==> config.mk <==
export PLATFORM = sky130hd
export DESIGN_NAME = lsm_sequencer_flat
export DESIGN_NICKNAME = d
export VERILOG_FILES = /design/src/rtl/lsm_sequencer_if.sv /design/src/rtl/lsm_sequencer.sv /design/src/flat_wrapper.sv
export SDC_FILE = /design/constraint.sdc
export NUM_CORES = 1
export LEC_CHECK = 0
export ABC_AREA = 1
export CORE_MARGIN = 1.5
export CORE_UTILIZATION = 34
export CTS_CLUSTER_SIZE = 20
export DETAILED_ROUTE_END_ITERATION = 10
export PLACE_DENSITY = 0.58
export SYNTH_ARGS = -nofsm -noshare
export SYNTH_HDL_FRONTEND = slang
export SYNTH_SLANG_ARGS = --single-unit
==> constraint.sdc <==
create_clock -name clk -period 8 [get_ports clk]
set_clock_uncertainty 0.1 [all_clocks]
set_input_delay 1.2 -clock clk [delete_from_list [all_inputs] [get_ports clk]]
set_output_delay 1.2 -clock clk [all_outputs]
set_load 0.005 [all_outputs]
==> src/rtl/lsm_sequencer_if.sv <==
// Pipeline-side and data_mem-side signal bundle for lsm_sequencer.
// LSM_POP_PC_EN adds the pc_load pair used when POP may load the PC.
interface lsm_sequencer_if #(
  parameter int unsigned AW = 32
);
  logic          start;
  logic [6:0]    opcode_in;
  logic [8:0]    reg_list;
  logic [2:0]    rn_idx;
  logic [AW-1:0] base_addr;
  logic [31:0]   store_data;
  logic [3:0]    rf_rd_idx;
  logic [31:0]   rf_rd_data;
  logic          mem_write_en;
  logic [6:0]    mem_opcode;
  logic [AW-1:0] mem_addr;
  logic [31:0]   mem_wdata;
  logic [31:0]   mem_rdata;
  logic          wb_en;
  logic [3:0]    wb_idx;
  logic [31:0]   wb_data;
  logic          base_wb_en;
  logic [AW-1:0] base_wb_data;
  logic          stall;
  logic          done;
`ifdef LSM_POP_PC_EN
  logic          pc_load_en;
  logic [31:0]   pc_load_data;
`endif

  modport master (
    input  start, opcode_in, reg_list, rn_idx, base_addr, store_data, rf_rd_data, mem_rdata,
    output rf_rd_idx, mem_write_en, mem_opcode, mem_addr, mem_wdata,
    output wb_en, wb_idx, wb_data, base_wb_en, base_wb_data, stall, done
`ifdef LSM_POP_PC_EN
    , output pc_load_en, pc_load_data
`endif
  );

  modport slave (
    output start, opcode_in, reg_list, rn_idx, base_addr, store_data, rf_rd_data, mem_rdata,
    input  rf_rd_idx, mem_write_en, mem_opcode, mem_addr, mem_wdata,
    input  wb_en, wb_idx, wb_data, base_wb_en, base_wb_data, stall, done
`ifdef LSM_POP_PC_EN
    , input pc_load_en, pc_load_data
`endif
  );
endinterface

==> src/rtl/lsm_sequencer.sv <==
// Memory-stage load/store sequencer: single ops plus LDM/STM/PUSH/POP, one transfer per cycle.
// Define LSM_POP_PC_EN to let POP bit 8 load the PC through pc_load_en/pc_load_data.
module lsm_sequencer #(
  parameter int unsigned ADDR_STEP = 1,
  parameter int unsigned AW        = 32
) (
  input logic             clk,
  input logic             rst,
  lsm_sequencer_if.master bus
);
  typedef enum logic {StIdle, StMulti} state_e;
  typedef enum logic [2:0] {OpNone, OpBad, OpLoad, OpStore, OpStm, OpLdm, OpPush, OpPop} op_e;

  // Thumb-1 instr[15:9] classes; Rn/Rd bits inside the field are don't-care here.
  function automatic op_e decode(input logic [6:0] op);
    op_e res;
    casez (op)
      7'b0101000, 7'b0101001, 7'b0101010: res = OpStore;
      7'b0101011, 7'b01011??, 7'b01001??: res = OpLoad;
      7'b011?0??, 7'b10000??, 7'b10010??: res = OpStore;
      7'b011?1??, 7'b10001??, 7'b10011??: res = OpLoad;
      7'b1011010:                         res = OpPush;
      7'b1011110:                         res = OpPop;
      7'b11000??:                         res = OpStm;
      7'b11001??:                         res = OpLdm;
      default:                            res = OpBad;
    endcase
    return res;
  endfunction

  state_e        r_state, w_state_d;
  op_e           r_op, w_op_d, w_op;
  logic [6:0]    r_opcode, w_opcode_d;
  logic [8:0]    r_list, w_list_d;
  logic [AW-1:0] r_addr, w_addr_d;
  logic [AW-1:0] r_base_wb, w_base_wb_d;
  logic          r_sup, w_sup_d;
  logic          r_wb_en, w_wb_en_d;
  logic [3:0]    r_wb_idx, w_wb_idx_d;
`ifdef LSM_POP_PC_EN
  logic          r_pc_en, w_pc_en_d;
`endif

  logic          w_idle, w_start, w_multi, w_store_m, w_load_m, w_xfer, w_last, w_sup;
  logic [8:0]    w_in_list, w_list, w_low, w_rest;
  logic [3:0]    w_cnt, w_bit, w_idx;
  logic [AW-1:0] w_step_n, w_addr0, w_addr, w_bwb;

  always_comb begin
    w_start = bus.start & ~rst;
    w_idle  = (r_state == StIdle);
    w_op    = OpNone;
    if (!w_idle)      w_op = r_op;
    else if (w_start) w_op = decode(bus.opcode_in);

    w_in_list = '0;
    case (w_op)
      OpStm, OpLdm: w_in_list = {1'b0, bus.reg_list[7:0]};
      OpPush:       w_in_list = bus.reg_list;
`ifdef LSM_POP_PC_EN
      OpPop:        w_in_list = bus.reg_list;
`else
      OpPop:        w_in_list = {1'b0, bus.reg_list[7:0]};
`endif
      default:      w_in_list = '0;
    endcase

    w_multi   = (w_op == OpStm) || (w_op == OpLdm) || (w_op == OpPush) || (w_op == OpPop);
    w_store_m = (w_op == OpStm) || (w_op == OpPush);
    w_load_m  = (w_op == OpLdm) || (w_op == OpPop);
    w_cnt     = 4'($countones(w_in_list));
    w_list    = w_idle ? w_in_list : r_list;

    // Lowest set bit is the next register; it goes to the lowest remaining address.
    w_low = '0;
    w_bit = '0;
    for (int i = 8; i >= 0; i--) begin
      if (w_list[i]) begin
        w_low    = '0;
        w_low[i] = 1'b1;
        w_bit    = 4'(i);
      end
    end
    w_idx  = (w_bit == 4'd8) ? ((w_op == OpPush) ? 4'd14 : 4'd15) : w_bit;
    w_rest = w_list & ~w_low;
    w_last = (w_rest == '0);
    w_xfer = w_multi && (w_list != '0);

    w_step_n = AW'(w_cnt) * AW'(ADDR_STEP);
    w_addr0  = (w_op == OpPush) ? bus.base_addr - w_step_n : bus.base_addr;
    w_addr   = w_idle ? w_addr0 : r_addr;
    w_bwb    = w_idle ? ((w_op == OpPush) ? w_addr0 : bus.base_addr + w_step_n) : r_base_wb;
    w_sup    = w_idle ? ((w_op == OpLdm) && bus.reg_list[bus.rn_idx]) : r_sup;
  end

  always_comb begin
    w_state_d   = r_state;
    w_op_d      = r_op;
    w_opcode_d  = r_opcode;
    w_list_d    = r_list;
    w_addr_d    = r_addr;
    w_base_wb_d = r_base_wb;
    w_sup_d     = r_sup;
    w_wb_en_d   = 1'b0;
    w_wb_idx_d  = '0;
`ifdef LSM_POP_PC_EN
    w_pc_en_d   = 1'b0;
`endif
    bus.mem_write_en = 1'b0;
    bus.mem_opcode   = '0;
    bus.mem_addr     = '0;
    bus.mem_wdata    = '0;
    bus.rf_rd_idx    = '0;
    bus.stall        = 1'b0;
    bus.done         = 1'b0;
    bus.base_wb_en   = 1'b0;
    bus.base_wb_data = '0;

    if ((w_op == OpStore) || (w_op == OpLoad)) begin
      bus.mem_write_en = (w_op == OpStore);
      bus.mem_opcode   = bus.opcode_in;
      bus.mem_addr     = bus.base_addr;
      bus.mem_wdata    = (w_op == OpStore) ? bus.store_data : '0;
      bus.done         = 1'b1;
      // Rd of a single load is tracked by the pipeline; wb_idx stays 0.
      w_wb_en_d        = (w_op == OpLoad);
    end else if (w_op == OpBad) begin
      bus.done = 1'b1;
    end else if (w_multi && !w_xfer) begin
      bus.done = 1'b1;
    end else if (w_xfer) begin
      bus.mem_write_en = w_store_m;
      bus.mem_opcode   = w_idle ? bus.opcode_in : r_opcode;
      bus.mem_addr     = w_addr;
      if (w_store_m) begin
        bus.rf_rd_idx = w_idx;
        bus.mem_wdata = bus.rf_rd_data;
      end
      bus.stall      = !w_last;
      bus.done       = w_last;
      bus.base_wb_en = w_last && !w_sup;
      if (w_last && !w_sup) bus.base_wb_data = w_bwb;
      if (w_load_m) begin
`ifdef LSM_POP_PC_EN
        if ((w_op == OpPop) && (w_bit == 4'd8)) begin
          w_pc_en_d = 1'b1;
        end else begin
          w_wb_en_d  = 1'b1;
          w_wb_idx_d = w_idx;
        end
`else
        w_wb_en_d  = 1'b1;
        w_wb_idx_d = w_idx;
`endif
      end
      w_list_d = w_rest;
      w_addr_d = w_addr + AW'(ADDR_STEP);
      if (w_idle) begin
        w_op_d      = w_op;
        w_opcode_d  = bus.opcode_in;
        w_base_wb_d = w_bwb;
        w_sup_d     = w_sup;
      end
      w_state_d = w_last ? StIdle : StMulti;
    end
  end

  always_ff @(posedge clk or posedge rst) begin
    if (rst) begin
      r_state   <= StIdle;
      r_op      <= OpNone;
      r_opcode  <= '0;
      r_list    <= '0;
      r_addr    <= '0;
      r_base_wb <= '0;
      r_sup     <= 1'b0;
      r_wb_en   <= 1'b0;
      r_wb_idx  <= '0;
`ifdef LSM_POP_PC_EN
      r_pc_en   <= 1'b0;
`endif
    end else begin
      r_state   <= w_state_d;
      r_op      <= w_op_d;
      r_opcode  <= w_opcode_d;
      r_list    <= w_list_d;
      r_addr    <= w_addr_d;
      r_base_wb <= w_base_wb_d;
      r_sup     <= w_sup_d;
      r_wb_en   <= w_wb_en_d;
      r_wb_idx  <= w_wb_idx_d;
`ifdef LSM_POP_PC_EN
      r_pc_en   <= w_pc_en_d;
`endif
    end
  end

  // Read data arrives the cycle after the address, so it is forwarded combinationally.
  assign bus.wb_en   = r_wb_en;
  assign bus.wb_idx  = r_wb_idx;
  assign bus.wb_data = r_wb_en ? bus.mem_rdata : '0;
`ifdef LSM_POP_PC_EN
  assign bus.pc_load_en   = r_pc_en;
  assign bus.pc_load_data = r_pc_en ? bus.mem_rdata : '0;
`endif
endmodule

==> src/flat_wrapper.sv <==
// flat-port wrapper written by rule: the top's interface ports become plain ports
module lsm_sequencer_flat 
#(
  parameter int unsigned ADDR_STEP = 1,
  parameter int unsigned AW        = 32
)
  (clk, rst, bus_start, bus_opcode_in, bus_reg_list, bus_rn_idx, bus_base_addr, bus_store_data, bus_rf_rd_data, bus_mem_rdata, bus_rf_rd_idx, bus_mem_write_en, bus_mem_opcode, bus_mem_addr, bus_mem_wdata, bus_wb_en, bus_wb_idx, bus_wb_data, bus_base_wb_en, bus_base_wb_data, bus_stall, bus_done);
  lsm_sequencer_if #(.AW(AW)) bus_i ();
  input logic clk;
  input logic rst;
  input wire logic [$bits(bus_i.start)-1:0] bus_start;
  input wire logic [$bits(bus_i.opcode_in)-1:0] bus_opcode_in;
  input wire logic [$bits(bus_i.reg_list)-1:0] bus_reg_list;
  input wire logic [$bits(bus_i.rn_idx)-1:0] bus_rn_idx;
  input wire logic [$bits(bus_i.base_addr)-1:0] bus_base_addr;
  input wire logic [$bits(bus_i.store_data)-1:0] bus_store_data;
  input wire logic [$bits(bus_i.rf_rd_data)-1:0] bus_rf_rd_data;
  input wire logic [$bits(bus_i.mem_rdata)-1:0] bus_mem_rdata;
  output wire logic [$bits(bus_i.rf_rd_idx)-1:0] bus_rf_rd_idx;
  output wire logic [$bits(bus_i.mem_write_en)-1:0] bus_mem_write_en;
  output wire logic [$bits(bus_i.mem_opcode)-1:0] bus_mem_opcode;
  output wire logic [$bits(bus_i.mem_addr)-1:0] bus_mem_addr;
  output wire logic [$bits(bus_i.mem_wdata)-1:0] bus_mem_wdata;
  output wire logic [$bits(bus_i.wb_en)-1:0] bus_wb_en;
  output wire logic [$bits(bus_i.wb_idx)-1:0] bus_wb_idx;
  output wire logic [$bits(bus_i.wb_data)-1:0] bus_wb_data;
  output wire logic [$bits(bus_i.base_wb_en)-1:0] bus_base_wb_en;
  output wire logic [$bits(bus_i.base_wb_data)-1:0] bus_base_wb_data;
  output wire logic [$bits(bus_i.stall)-1:0] bus_stall;
  output wire logic [$bits(bus_i.done)-1:0] bus_done;
  assign bus_i.start = bus_start;
  assign bus_i.opcode_in = bus_opcode_in;
  assign bus_i.reg_list = bus_reg_list;
  assign bus_i.rn_idx = bus_rn_idx;
  assign bus_i.base_addr = bus_base_addr;
  assign bus_i.store_data = bus_store_data;
  assign bus_i.rf_rd_data = bus_rf_rd_data;
  assign bus_i.mem_rdata = bus_mem_rdata;
  assign bus_rf_rd_idx = bus_i.rf_rd_idx;
  assign bus_mem_write_en = bus_i.mem_write_en;
  assign bus_mem_opcode = bus_i.mem_opcode;
  assign bus_mem_addr = bus_i.mem_addr;
  assign bus_mem_wdata = bus_i.mem_wdata;
  assign bus_wb_en = bus_i.wb_en;
  assign bus_wb_idx = bus_i.wb_idx;
  assign bus_wb_data = bus_i.wb_data;
  assign bus_base_wb_en = bus_i.base_wb_en;
  assign bus_base_wb_data = bus_i.base_wb_data;
  assign bus_stall = bus_i.stall;
  assign bus_done = bus_i.done;
  lsm_sequencer #(.ADDR_STEP(ADDR_STEP), .AW(AW)) u_core (.clk(clk), .rst(rst), .bus(bus_i));
endmodule
== Word-level counts from Yosys, hierarchy flattened ==
Index checks and enable logic that the tools add are counted.
Operators by class
  mux-type cells: 85
  order comparisons: 1
  bitwise gates (word level): 8
  equality and inequality tests: 24
  $add $sub $neg: 11
  reductions and logical operators: 20
Operators with widths (count)
  2-to-1 mux 32 bit: 20
  2-to-1 mux 9 bit: 10
  2-to-1 mux 4 bit: 20
  2-to-1 mux 7 bit: 5
  adder 32 x 1 -> 32 bit, second input constant: 1
  adder 32 x 4 -> 32 bit: 1
  subtractor 32 x 4 -> 32 bit: 1
  == test 5 bit, second input constant: 6
  == test 7 x 6 -> 1 bit, second input constant: 4
  2-to-1 mux 1 bit: 25
  one-hot mux 3 bit (6 select lines): 1
  one-hot mux 9 bit (2 select lines): 1
  == test 7 bit, second input constant: 2
  adder 4 bit: 3
  == test 3 bit, second input constant: 4
  OR reduction 6 bit: 2
  == test 5 x 4 -> 1 bit, second input constant: 2
  bitwise AND 9 bit: 1
  zero test 9 bit: 1
  NOT 9 bit: 1
  nonzero test 9 bit: 1
  adder 1 x 1 -> 2 bit: 4
  == test 4 x 3 -> 1 bit, second input constant: 2
  == test 3 x 2 -> 1 bit, second input constant: 2
  14 further kinds: 29
Word-level totals
  input port bits: 150
  bits in registers: 90

== Depth between registers and ports, before layout ==
  depth after elaboration: 27
  gate-level depth with buffers: 40
  gate-level depth less buffers: 39

== Least setup slack after synthesis ==
OpenSTA, ideal clock, no wires.
  path kind: input -> output
  start point: input bus_opcode_in[1]
  end point: output bus_mem_addr[31]
  path buffers: 1
  stages on the path: 31
  slack: 0.992 ns
  arrival time: 5.708 ns
  path through: inv_1 nor2_1 nand3_1 nand2_1 nand2_2 o21ai_4 inv_6 buf_4 nor2_1 ha_1 inv_1 fa_1 inv_1 fa_1 ha_1 fa_1 ha_1 inv_1 nand2_1 nand3_1 nand2_1 nand3_1 inv_1 nand2_1 nor3_1 xor2_1 nand2_1 o21ai_0 nand2_1 o21ai_0 o22ai_1
Between the ends
  cells in the longest elaborated chain, start to end: 19
  elaborated cells between the ends (all ways): 44
  those cells by class: 9 x add/sub; 13 x eq/ne; 11 x mux; 11 x reduce/logical
Ends and longest elaborated chain
  start: declaration: line flat_wrapper.sv:12  | input wire logic [$bits(bus_i.opcode_in)-1:0] bus_opcode_in;
  == test 7 x 6 -> 1 bit: line lsm_sequencer.sv:17  | casez (op)
  OR reduction 6 bit (no line)
  one-hot mux 3 bit (6 select lines) *: line lsm_sequencer.sv:17
  2-to-1 mux 3 bit *: line lsm_sequencer.sv:54  | else if (w_start) w_op = decode(bus.opcode_in);
  2-to-1 mux 3 bit *: line lsm_sequencer.sv:53  | if (!w_idle) w_op = r_op;
  == test 3 bit: line lsm_sequencer.sv:57, lsm_sequencer.sv:68
  OR reduction 3 bit (no line)
  one-hot mux 9 bit (2 select lines): line lsm_sequencer.sv:57  | case (w_op)
  (+3 left out)
  adder 4 x 1 -> 4 bit (not written as such): line lsm_sequencer.sv:71  | w_cnt = 4'($countones(w_in_list));
  subtractor 32 x 4 -> 32 bit: line lsm_sequencer.sv:90  | w_addr0 = (w_op == OpPush) ? bus.base_addr - w_step_n : bus.base_addr;
  2-to-1 mux 32 bit: line lsm_sequencer.sv:90
  2-to-1 mux 32 bit: line lsm_sequencer.sv:91  | w_addr = w_idle ? w_addr0 : r_addr;
  2-to-1 mux 32 bit: line lsm_sequencer.sv:131  | end else if (w_xfer) begin
  2-to-1 mux 32 bit: line lsm_sequencer.sv:129  | end else if (w_multi && !w_xfer) begin
  2-to-1 mux 32 bit: line lsm_sequencer.sv:127  | end else if (w_op == OpBad) begin
  2-to-1 mux 32 bit *: line lsm_sequencer.sv:119  | if ((w_op == OpStore) || (w_op == OpLoad)) begin
  end: declaration: line flat_wrapper.sv:22  | output wire logic [$bits(bus_i.mem_addr)-1:0] bus_mem_addr;
Every way passes the cells marked *; elsewhere a longest branch is shown, timed or not.

== Final worst setup path ==
  start point: input bus_opcode_in[4]
  end point: output bus_mem_addr[20]
Between the ends
  cells in the longest elaborated chain, start to end: 19
  elaborated cells between the ends (all ways): 54
  those cells by class: 9 x add/sub; 23 x eq/ne; 11 x mux; 11 x reduce/logical
Ends and longest elaborated chain (line)
  == test 7 x 6 -> 1 bit (tied with other cells): lsm_sequencer.sv:17
  OR reduction 6 bit (no line)
  one-hot mux 3 bit (6 select lines) *: lsm_sequencer.sv:17
  2-to-1 mux 3 bit *: lsm_sequencer.sv:54
  2-to-1 mux 3 bit *: lsm_sequencer.sv:53
  == test 3 bit: lsm_sequencer.sv:57, lsm_sequencer.sv:68
  OR reduction 3 bit (no line)
  one-hot mux 9 bit (2 select lines): lsm_sequencer.sv:57
  (+3 left out)
  adder 4 x 1 -> 4 bit (not written as such): lsm_sequencer.sv:71
  subtractor 32 x 4 -> 32 bit: lsm_sequencer.sv:90
  2-to-1 mux 32 bit: lsm_sequencer.sv:90
  2-to-1 mux 32 bit: lsm_sequencer.sv:91
  2-to-1 mux 32 bit: lsm_sequencer.sv:131
  2-to-1 mux 32 bit: lsm_sequencer.sv:129
  2-to-1 mux 32 bit: lsm_sequencer.sv:127
  2-to-1 mux 32 bit *: lsm_sequencer.sv:119
Marked as above.

==> insert_results.sql <==
INSERT INTO impl_metrics (metric_group, metric, value, unit) VALUES
('global_routing', 'number_of_antenna_violations_at_the_first_check_in_global_routing', '1', ''),
('floorplan', 'num_rows', '62', ''),
('cts', 'worstSkewPairLatency', '360', 'ps'),
('setup_path', 'cp_max_fo', '5', ''),
('cts', 'clk_root_buffer_cell', 'sky130_fd_sc_hd__clkbuf_16', ''),
('logic_synthesis', 'mappedNetlistNets', '1943', ''),
('timing', 'final_max_slew_viol_count', '0', ''),
('place', 'dpl_cell_area', '14200', 'sq um'),
('timing', 'setup_viol_count_final', '1', ''),
('power', 'power.density', '87.6', 'nW/um^2'),
('timing', 'maxClockFrequency', '125', 'MHz'),
('timing', 'relSlewSlack', '26.0', '%'),
('flow_run', 'maxCapViolCount', '0', ''),
('logic_synthesis', 'yosys.area_share.adder', '3.40', '%'),
('worst_hold_path', 'worst_hold_path.num_cells', '2', ''),
('global_routing', 'first_global_vias', '12600', ''),
('run_status', 'failed_checks', 'setup timing', ''),
('logic_synthesis', 'synth_top_cell_by_area', 'sky130_fd_sc_hd__dfrtp_1', ''),
('timing', 'report.final.hold_viol_count', '0', ''),
('logic_synthesis', 'async_set_or_reset_register_ratio_after_synthesis', '100', '%'),
('setup_path', 'critPathTopFamily', 'adder cells', ''),
('cells_and_area', 'design.final.nets', '2345', ''),
('global_routing', 'grt_pass1_wl', '73500', 'microns'),
('drt', 'detail_route.iter0.violations', '1155', ''),
('logic_synthesis', 'syn_inst', '1770', ''),
('floorplan', 'die_h', '175', 'microns'),
('run_status', 'run_status', 'finished, violations left', ''),
('global_routing', 'grt_util_all_layers', '31.2', '%'),
('logic_synthesis', 'synth_top_family_by_area', 'simple AND/OR/NAND/NOR gates', ''),
('timing', 'setup_ws', '-14.0', 'ps'),
('logic_synthesis', 'synth-seq-cells', '89', ''),
('setup_path', 'required', '6700', 'ps'),
('timing', 'fin_tns_setup', '-14.0', 'ps'),
('cells_and_area', 'area_used_by_multi_input_combinational_logic', '7120', 'sq um'),
('logic_synthesis', 'synth_cell_type_count', '47', ''),
('setup_path', 'slowest_stage_cell_on_the_critical_path', 'sky130_fd_sc_hd__fa_1', ''),
('worst_hold_path', 'hold_start', 'u_core.r_list[1]', ''),
('cts', 'clock_tree_from_tritoncts', 'done', ''),
('logic_synthesis', 'post-synth-top-area-fraction', '22.2', '%'),
('drt', 'wirelength', '48600', 'microns'),
('floorplan', 'die_width', '175', 'microns'),
('setup_path', 'worstSetupPathType', 'input port to output port', ''),
('logic_synthesis', 'netlist_area', '10000', 'sq um'),
('place', 'dp_hpwl', '37600', 'microns'),
('place', 'place_ws', '-498', 'ps'),
('timing', 'layout_worst_path_cycle_share', '100', '%'),
('drt', 'routed_wire_length_per_instance', '19.0', 'microns'),
('drt', 'route.antenna.remaining_nets', '0', ''),
('setup_path', 'r2r_start', 'u_core.r_state', ''),
('setup_path', 'timing.rr.end', 'u_core.r_addr[30]', ''),
('place', 'dp.cells', '2522', ''),
('place', 'gpl.final_weighted_congestion', '1.01', ''),
('cells_and_area', 'final_area', '15300', 'sq um'),
('cts', 'htree_num_levels', '3', ''),
('logic_synthesis', 'yosysWarnings', '0', ''),
('cts', 'cts-root-to-sink-buffers', '2', ''),
('setup_path', 'r2r_setup_slack', '1740', 'ps'),
('setup_path', 'cp.depth', '30', ''),
('logic_synthesis', 'simple_gate_portion_of_the_synthesized_area', '43.8', '%'),
('power', 'irDropWorstVdd', '0.0000852', 'V'),
('logic_synthesis', 'synth-compound-area-share', '13.7', '%'),
('global_routing', 'overflow', '0', ''),
('setup_path', 'setup.worst_path.start', 'bus_opcode_in[4]', ''),
('setup_path', 'critical_path.n_buffers_inverters', '8', ''),
('logic_synthesis', 'mux_contribution_to_synthesized_area', '0.0999', '%'),
('floorplan', 'floorplan.initialDensity', '34.7', '%'),
('logic_synthesis', 'synth_edf_count', '0', ''),
('cells_and_area', 'synthToLayoutAreaGrowth', '53.0', '%'),
('worst_hold_path', 'min_delay_worst_endpoint', 'u_core.r_list[1]', ''),
('timing', 'rsz0062_at_grt', 'true', ''),
('floorplan', 'core_region_area', '28900', 'sq um');
-- state kept, by name (all words and copies together) (netlist names) --
name,count
u_core.r_addr,32
u_core.r_base_wb,32
u_core.r_list,8
u_core.r_opcode,7
u_core.bus.wb_idx,4
u_core.r_op,3
u_core.bus.wb_en,1
u_core.r_state,1
u_core.r_sup,1
-- worst max path at each step --
| stage | endpoint | slack (ps) |
|---|---|---|
| after floorplan | bus_mem_addr[31] | 990 |
| after global routing | bus_base_wb_data[21] | -230 |
| after CTS | bus_base_wb_data[16] | -60 |
| after global placement | bus_base_wb_data[11] | -560 |
| final | bus_mem_addr[20] | -10 |
| after detailed placement | bus_base_wb_data[11] | -500 |
-- routing by layer --
layer	part of all wire [%]	GRT usage, %	vias up
met3	6.6	4.72	88
met1	43	40.7	6198
met4	3.8	11.5	2
met5	0.027	0	-
met2	46	52.2	535
li1	-	-	6395
-- cell usage in the layout, fill, tap and decap left out, types with 16 or more instances in the layout --
cell type                         netlist  routed
sky130_fd_sc_hd__clkdlybuf4s50_1        0     247
sky130_fd_sc_hd__nand4_1               24      24
sky130_fd_sc_hd__nand2_1              591     547
sky130_fd_sc_hd__o21ai_0              136     112
sky130_fd_sc_hd__nor2_1               226     211
sky130_fd_sc_hd__nand3_1              136     124
sky130_fd_sc_hd__xor2_1                46      42
sky130_fd_sc_hd__o21ai_2                1      20
sky130_fd_sc_hd__nor3_1                32      22
sky130_fd_sc_hd__a21oi_1               33      24
sky130_fd_sc_hd__nor2_2                 7      16
sky130_fd_sc_hd__nand2_2                7      49
sky130_fd_sc_hd__inv_1                233     228
sky130_fd_sc_hd__dlymetal6s2s_1         0      29
sky130_fd_sc_hd__dfrtp_1               89      89
sky130_fd_sc_hd__buf_4                  8     164
-- where the power goes --
part / internal, uW / leakage, uW / switching [uW]
Combinational: 179 / 0.00680 / 214
Sequential: 481 / 0.00112 / 18.8
Clock: 219 / 0.000140 / 232
-- worst min-delay path: stages, from the launching register on --
cell and delay, ps:
sky130_fd_sc_hd__dfrtp_1 350, sky130_fd_sc_hd__nand2_1 60, sky130_fd_sc_hd__nand2_1 50
-- stage by stage --
stage | hold WS, ps | util (%) | power, uW
finish | 385 | 53.1 | 1340
global route | 399 | 53.1 | 1410
CTS | 383 | 51.2 | 1330
detailed placement | 366 | 49.3 | 872
global placement | 354 | 49.3 | 870
floorplan | 342 | - | 661
-- timing repair --
item,4_1_cts,5_1_grt
resized for setup,88,160
pin swaps,20,53
setup endpoints to repair,58,59
cloned,0,1
setup buffers,8,15
-- kinds of logic (layout without fill, tap and decap cells) --
kind of cell	count (synthesis)	count (layout)
muxes	1	1
other	0	1
AOI/OAI and AO/OA	242	242
DFF	89	89
buffers and inverters	321	728
and+or+nand+nor	1048	1048
xor gates and xnor gates	46	46
adders and majority gates	23	23
-- area by class of cell --
type	count	area share, %
inverter	247	6.12
clock inverter	7	0.400
timing repair buffer	464	27.9
tap	384	3.13
clock buffer	9	1.47
multi-input combinational	1360	46.4
sequential	89	14.5
timing repair inverter	1	0.0326
antenna	1	0.0163
(Power assumes the default switching activity.)
==> edit (same settings) <==
`AW` is set to 32 in 3 places; all go to 64.
--- a/src/rtl/lsm_sequencer_if.sv
+++ b/src/rtl/lsm_sequencer_if.sv
@@ -1,7 +1,7 @@
 // Pipeline-side and data_mem-side signal bundle for lsm_sequencer.
 // LSM_POP_PC_EN adds the pc_load pair used when POP may load the PC.
 interface lsm_sequencer_if #(
-  parameter int unsigned AW = 32
+  parameter int unsigned AW = 64
 );
   logic          start;
   logic [6:0]    opcode_in;
--- a/src/rtl/lsm_sequencer.sv
+++ b/src/rtl/lsm_sequencer.sv
@@ -2,7 +2,7 @@
 // Define LSM_POP_PC_EN to let POP bit 8 load the PC through pc_load_en/pc_load_data.
 module lsm_sequencer #(
   parameter int unsigned ADDR_STEP = 1,
-  parameter int unsigned AW        = 32
+  parameter int unsigned AW        = 64
 ) (
   input logic             clk,
   input logic             rst,
--- a/src/flat_wrapper.sv
+++ b/src/flat_wrapper.sv
@@ -2,7 +2,7 @@
 module lsm_sequencer_flat 
 #(
   parameter int unsigned ADDR_STEP = 1,
-  parameter int unsigned AW        = 32
+  parameter int unsigned AW        = 64
 )
   (clk, rst, bus_start, bus_opcode_in, bus_reg_list, bus_rn_idx, bus_base_addr, bus_store_data, bus_rf_rd_data, bus_mem_rdata, bus_rf_rd_idx, bus_mem_write_en, bus_mem_opcode, bus_mem_addr, bus_mem_wdata, bus_wb_en, bus_wb_idx, bus_wb_data, bus_base_wb_en, bus_base_wb_data, bus_stall, bus_done);
   lsm_sequencer_if #(.AW(AW)) bus_i ();
Ports: changed (resized bus_base_addr, bus_base_wb_data and bus_mem_addr); port bits go from 298 to 394. The function was not compared with the original's and may differ.
==> edit against the original RTL <==
  * Fmax increased by 1.1%
  * Sequential cell count increased by 64
  * Largest cell class unchanged
  * Critical path type is now primary input to flop
  * Routed wire length increased by 110%
  * Setup slack improved by 0.089 ns
  * Final area increased by 81%
  * Synthesized area increased by 81%
Power is left out: it rests on default switching activity, and per cell area and clock period it moved more than threefold.
==> edit: results (changes against the original RTL) <==
{| class="wikitable"
! Metric !! Value
|-
| Largest net degree at the start of global routing || 211 (was 90)
|-
| Yosys cell types || 51 (was 47)
|-
| Data arrival at the endpoint of the critical path || 8.22 ns (was 6.71 ns)
|-
| Post-placement cell count || 4624 (was 2522)
|-
| Met1 Use GR || 0.480 (was 0.407)
|-
| Cells taking the most area after synthesis || sky130_fd_sc_hd__nand2_1 25%, sky130_fd_sc_hd__dfrtp_1 21%, sky130_fd_sc_hd__nor2_1 12%, sky130_fd_sc_hd__inv_1 7.4%, sky130_fd_sc_hd__nand3_1 6.3% (was sky130_fd_sc_hd__dfrtp_1 22%, sky130_fd_sc_hd__nand2_1 22%, sky130_fd_sc_hd__inv_1 8.7%, sky130_fd_sc_hd__nor2_1 8.5%, sky130_fd_sc_hd__nand3_1 6.8%)
|-
| HPWL reported at the end of detailed placement || 80.9 mm (was 37.6 mm)
|-
| Top Family by Delay on Critical Path || simple AND/OR/NAND/NOR gates (was adder cells)
|-
| Via count of the first global-routing pass || 22700 (was 12600)
|-
| Startpoint of the most critical hold path || u_core.r_addr[36] (was u_core.r_list[1])
|-
| Routability Congestion || 1.11 (was 1.01)
|-
| Status || complete, no violations (was finished with violations)
|-
| Die X-Extent || 234 um (was 175 um)
|-
| Per-cell via count in the routed design || 5.37 (was 5.16)
|-
| Filler Cells Inserted || 5637 (was 3032)
|-
| Count of multi-input combinational gates || 2691 (was 1360)
|-
| Synth-to-layout area growth || 52.6% (was 53.0%)
|-
| N_diodes || 0 (was 1)
|-
| Pre-CTS worst setup slack || -0.578 ns (was -0.498 ns)
|-
| Placed cell areas || 24800 sq um (was 14200 sq um)
|-
| Sinks on the clock net || 153 (was 89)
|-
| Count of instances resized after the clock tree is built || 364 (was 88)
|-
| Clock latency of the later-clocked register in the worst-skew pair || 0.51 ns (was 0.36 ns)
|-
| Multiplexer share of the synthesized area || 0.00110 (was 0.000999)
|-
| Number of antenna violations at the first check in global routing || 2 (was 1)
|-
| Met2 capacity usage during global routing || 0.536 (was 0.522)
|-
| Multi-input gate area || 13900 sq um (was 7120 sq um)
|-
| Fraction of standard cell area that is sequential || 0.138 (was 0.145)
|}
==> edit: cell count changes after synthesis, moves of 19 or more <==
cell and change:
sky130_fd_sc_hd__nand2_1 +626, sky130_fd_sc_hd__nor2_1 +348, sky130_fd_sc_hd__inv_1 +126, sky130_fd_sc_hd__nand3_1 +93
sky130_fd_sc_hd__o21ai_0 +82, sky130_fd_sc_hd__dfrtp_1 +64, sky130_fd_sc_hd__clkbuf_1 +59, sky130_fd_sc_hd__xor2_1 +39
sky130_fd_sc_hd__o22ai_1 +32, sky130_fd_sc_hd__nand4_1 +28, sky130_fd_sc_hd__nor3_1 +19
==> edit: final timing paths <==
check	endpoint	slack (ns)	cells after the start
max in group asynchronous	u_core.r_base_wb[52]	5.36	3
setup reg to reg	u_core.r_addr[47]	0.61	46
setup / recovery	u_core.r_addr[47]	0.07	47
min in group asynchronous	u_core.r_opcode[5]	0.97	2
hold reg to reg	u_core.r_addr[36]	0.37	2
hold / removal	u_core.r_addr[36]	0.37	2
